**src/rtl/demux4_result_bank.sv**
```systemverilog
// ---------------------------------------------------------------------------
// demux4_result_bank
//
// Steers one result bus into one of four registered destination slots. Each
// slot keeps its value until its consumer acknowledges it. The block also
// tracks how many slots are occupied and keeps a sticky overflow flag.
//
// Input handshake (valid/ready):
//   - A write transfers on a rising edge when in_valid && in_ready.
//   - in_ready depends only on in_sel, q_valid and q_ack. It never depends
//     on in_valid, so a source may safely wait on it.
//   - While in_valid is high and in_ready is low, the source must hold
//     in_data and in_sel stable. The block does not check this.
//   - A consumer takes slot i on any edge where q_ack[i] && q_valid[i].
//     An ack on an empty slot is ignored.
//
// Ports:
//   clk        - single clock; all state updates on the rising edge
//   reset      - synchronous, active-high; overrides every other input
//   in_data    - result to store; bit WIDTH-1 is the overflow bit
//   in_sel     - destination slot index 0..3
//   in_valid   - in_data/in_sel are valid this cycle
//   in_ready   - the selected slot can accept this cycle (combinational)
//   q0..q3     - stored slot values; held after consume, never zeroed
//   q_valid    - bit i set = slot i holds unconsumed data
//   q_ack      - bit i set = consumer of slot i takes its data this cycle
//   occupancy  - number of set bits in q_valid (0..4), registered
//   ovf_flag   - sticky: set by an accepted write with in_data[WIDTH-1] = 1
//   ovf_clr    - clears ovf_flag; a same-cycle set takes priority
// ---------------------------------------------------------------------------
module demux4_result_bank #(
    parameter int WIDTH = 11
) (
    input  logic             clk,
    input  logic             reset,
    input  logic [WIDTH-1:0] in_data,
    input  logic [1:0]       in_sel,
    input  logic             in_valid,
    output logic             in_ready,
    output logic [WIDTH-1:0] q0,
    output logic [WIDTH-1:0] q1,
    output logic [WIDTH-1:0] q2,
    output logic [WIDTH-1:0] q3,
    output logic [3:0]       q_valid,
    input  logic [3:0]       q_ack,
    output logic [2:0]       occupancy,
    output logic             ovf_flag,
    input  logic             ovf_clr
);

    logic [WIDTH-1:0] data_q [4];
    logic [WIDTH-1:0] data_d [4];
    logic [3:0]       valid_q, valid_d;
    logic [2:0]       occ_q, occ_d;
    logic             ovf_q, ovf_d;

    logic             accept;
    logic [3:0]       we;
    logic [3:0]       ack_eff;

    function automatic logic [2:0] popcount4(input logic [3:0] v);
        return {2'b00, v[0]} + {2'b00, v[1]} + {2'b00, v[2]} + {2'b00, v[3]};
    endfunction

    // An ack on the selected slot frees it in the same cycle, so a full
    // slot can be refilled back-to-back (write-through).
    assign in_ready = ~valid_q[in_sel] | q_ack[in_sel];
    assign accept   = in_valid & in_ready;

    // Only acks against occupied slots have any effect.
    assign ack_eff  = q_ack & valid_q;

    // 2-to-4 write-enable decoder, gated by accept.
    always_comb begin
        we = 4'b0000;
        if (accept) begin
            we[in_sel] = 1'b1;
        end
    end

    // A write sets valid after the ack clear, so an ack and a write to the
    // same slot on one cycle leave the slot valid with the new data.
    always_comb begin
        valid_d = (valid_q & ~ack_eff) | we;
        occ_d   = popcount4(valid_d);
        ovf_d   = (accept & in_data[WIDTH-1]) | (ovf_q & ~ovf_clr);
        for (int i = 0; i < 4; i++) begin
            data_d[i] = we[i] ? in_data : data_q[i];
        end
    end

    always_ff @(posedge clk) begin
        if (reset) begin
            valid_q <= 4'b0000;
            occ_q   <= 3'd0;
            ovf_q   <= 1'b0;
            for (int i = 0; i < 4; i++) begin
                data_q[i] <= '0;
            end
        end else begin
            valid_q <= valid_d;
            occ_q   <= occ_d;
            ovf_q   <= ovf_d;
            for (int i = 0; i < 4; i++) begin
                data_q[i] <= data_d[i];
            end
        end
    end

    assign q0        = data_q[0];
    assign q1        = data_q[1];
    assign q2        = data_q[2];
    assign q3        = data_q[3];
    assign q_valid   = valid_q;
    assign occupancy = occ_q;
    assign ovf_flag  = ovf_q;

endmodule

```
**config.mk**
```make
export PLATFORM = sky130hd
export DESIGN_NAME = demux4_result_bank
export DESIGN_NICKNAME = d
export VERILOG_FILES = /design/src/rtl/demux4_result_bank.sv
export SDC_FILE = /design/constraint.sdc
export NUM_CORES = 1
export LEC_CHECK = 0
export CORE_UTILIZATION = 44
export CTS_CLUSTER_SIZE = 12
export DETAILED_ROUTE_END_ITERATION = 10
export GPL_TIMING_DRIVEN = 1
export PLACE_DENSITY = 0.78
export SYNTH_ARGS = -nofsm -noshare
export SYNTH_HDL_FRONTEND = slang
export SYNTH_SLANG_ARGS = --single-unit
```
**constraint.sdc**
```tcl
create_clock -name clk -period 3 [get_ports clk]
set_input_delay 0.9 -clock clk [delete_from_list [all_inputs] [get_ports clk]]
set_output_delay 0.9 -clock clk [all_outputs]
set_load 0.02 [all_outputs]
```
==> results of run 1 <==
## power by group
part | switching (uW) | internal [uW]
sequential | 12.4 | 715
combinational | 117 | 103
clock | 210 | 206
## cells by family (layout without fill, tap and decap cells)
logic type,count (synthesis),in the layout,share of synthesized area
compound gates,93,93,0.224
simple gates,75,75,0.206
fa+ha+maj,3,3,0.0214
buf+inv,24,97,0.0546
flops,52,52,0.494
## per-stage QoR
stage,util,instance area (sq um),worst slack [ns],total power (uW)
3_3_place_gp,0.652,2920,-0.554,957
4_1_cts,0.679,3040,0.0282,1370
2_1_floorplan,-,2110,0.318,846
6_report,0.680,3040,0.0340,1360
5_1_grt,0.680,3040,0.0176,1420
3_5_place_dp,0.652,2920,-0.572,960
## state kept, by name, indices dropped and copies added (netlist names)
| register | flops |
|---|---|
| ovf_flag | 1 |
| occupancy | 3 |
| data_q | 44 |
| q_valid | 4 |
## layer usage
layer / up-vias / track usage / wire length (um)
met5: - / 0 / 0
li1: 1027 / - / -
met3: 7 / 0.0394 / 411
met4: 0 / 0.0800 / 79
met1: 1009 / 0.329 / 2630
met2: 81 / 0.390 / 2860
## cell usage in the layout, fill, tap and decap left out, types with 2 or more instances in the layout
cell	netlist	final
clkdlybuf4s50_1	0	70
and3b_1	2	2
buf_4	1	18
a21oi_1	48	48
nand3_1	45	45
nand2_1	5	5
o21ai_1	7	7
nand3b_1	2	2
nor2b_1	7	7
dlygate4sd2_1	0	2
dfxtp_1	52	52
nor2_1	2	2
clkbuf_8	0	7
ha_1	2	2
nand2b_1	4	4
o21ai_0	36	36
## worst max-delay path, cell delays in order
cell and delay, ns:
clkdlybuf4s50_1 0.56, nor4bb_4 0.08, nor4_4 0.33, buf_4 0.20
## cell type report
class	count	area (sq um)
well taps	52	65.1
flip-flops and latches	52	1040
repair buffers	90	853
fillers	383	1430
multi-input cells	171	988
clock buffers	7	96.3
## path summary, 6_finish.rpt
path                                     end  slack, ns  cells past startpoint
worst min register to register  data_q[0][3]       0.47                      2
worst min-delay path            data_q[0][3]       0.47                      2
worst max register to register  occupancy[1]       1.30                      6
worst max-delay path                in_ready       0.03                      4
## timing repair
action / in CTS / in global routing
pin swaps: 1 / 0
resized for setup: 12 / 1
cloned: 0 / 0
setup endpoints to repair: 1 / 1
==> flow_metrics.tcl, run 1 <==
set metrics [dict create \
    outcome "complete, but fails checks" \
    violations "design-rule violations" \
    whs_ns 0.473 \
    design.core.area_sq_um 4470 \
    gp_congestion 0.791 \
    postCtsSetupBuffers 0 \
    drive_gt1_frac 0.100 \
    diodes 0 \
    critPathMaxFanout 3 \
    grt_pass1_vias 1979 \
    vias 2124 \
    cts_tree "yes" \
    grtUsageTotal 0.241 \
    port-buffer-count 73 \
    antenna_found_initial 0 \
    fin_crit_sh 0.989 \
    fmax_mhz 337 \
    synth_top_area_share 0.494 \
    place_inst 365 \
    dpl.hpwl_mm 4.17 \
    insertion_delay_ns 0.29 \
    worstPathArrival_ns 2.07 \
    yosysMostFrequentCell "dfxtp_1" \
    cp-start-kind "primary input" \
    synth.avg_cell_area_sq_um 8.54 \
    hold_viol 0 \
    drc 8 \
    fp-row-count 24 \
    yosysWarnings 0 \
    grt_setup_unrepaired "false" \
    cap_violations 0 \
    wl_mm 5.98 \
    syn-num-nets 271 \
    vdd_drop_max_v 0.000323 \
    die_y_um 71.2 \
    finalClockSkew_ns 0.00311 \
    grt_first_pass_wirelength_mm 9.42 \
    grt_max_degree 28 \
    path_clk_slew_ns 0.08 \
    dieArea_sq_um 5070 \
    synth_flop_cell "dfxtp_1" \
    ys_seq_area_frac 0.494 \
    maxSlewHeadroom 0.553 \
    syn_inst 247 \
    cts_buffers 5 \
    slew_viol_final 0 \
    postSynth.asyncResetShare 0 \
    ys_seq_elements 52 \
    crit_required_ns 2.10 \
    htree_levels 2 \
    fin_crit_ns 2.97 \
    synthesis.area_sq_um 2110 \
    crit_start "q_ack[2]" \
    initial_core_util 0.471 \
    leakage_uw 0.00107 \
    min_from "data_q[0][3]" \
    crit_type "in2out" \
    wire_per_inst_um 16.1 \
    cts.path.max_buffers 2 \
    fin_cells 372 \
    synth_edf_count 0 \
    setup_viol 0 \
    holdBufCountCts 0 \
    powerDensity_nw_per_um2 448 \
    synth_area_leader_cell "dfxtp_1" \
    syn2layout_area_growth_pct 44.4 \
    firstDrtPassIters 9 \
    cts.sinks 52 \
    synthTopCellsByCount "dfxtp_1, a21oi_1, nand3_1, o21ai_0, clkbuf_1" \
    synth_area_leaders "dfxtp_1, a21oi_1, nand3_1" \
    critPathCaptureType "primary output" \
    tns_ns 0 \
    ys_types 27 \
    hold_path.class "reg2reg" \
    vias_per_cell 5.71 \
    ant_nets 0 \
    grt-ovfl-total 0 \
    die_width_um 71.2 \
    ios 74 \
    r2r_start "q_valid[3]" \
    nets 344 \
    cts_root_buffer "clkbuf_8" \
    tightestPinTransition_ns 0.668 \
    first_iter_violations 197 \
]
(Power assumes the default switching activity.)
==> run 2: changes to the inputs <==
--- a/config.mk
+++ b/config.mk
@@ -6,7 +6,6 @@
 export NUM_CORES = 1
 export LEC_CHECK = 0
 export CORE_UTILIZATION = 44
-export CTS_CLUSTER_SIZE = 12
 export DETAILED_ROUTE_END_ITERATION = 10
 export GPL_TIMING_DRIVEN = 1
 export PLACE_DENSITY = 0.78
==> results of run 2 <==
Same layout as run 1: the final DEF is identical, and so are final timing and power.
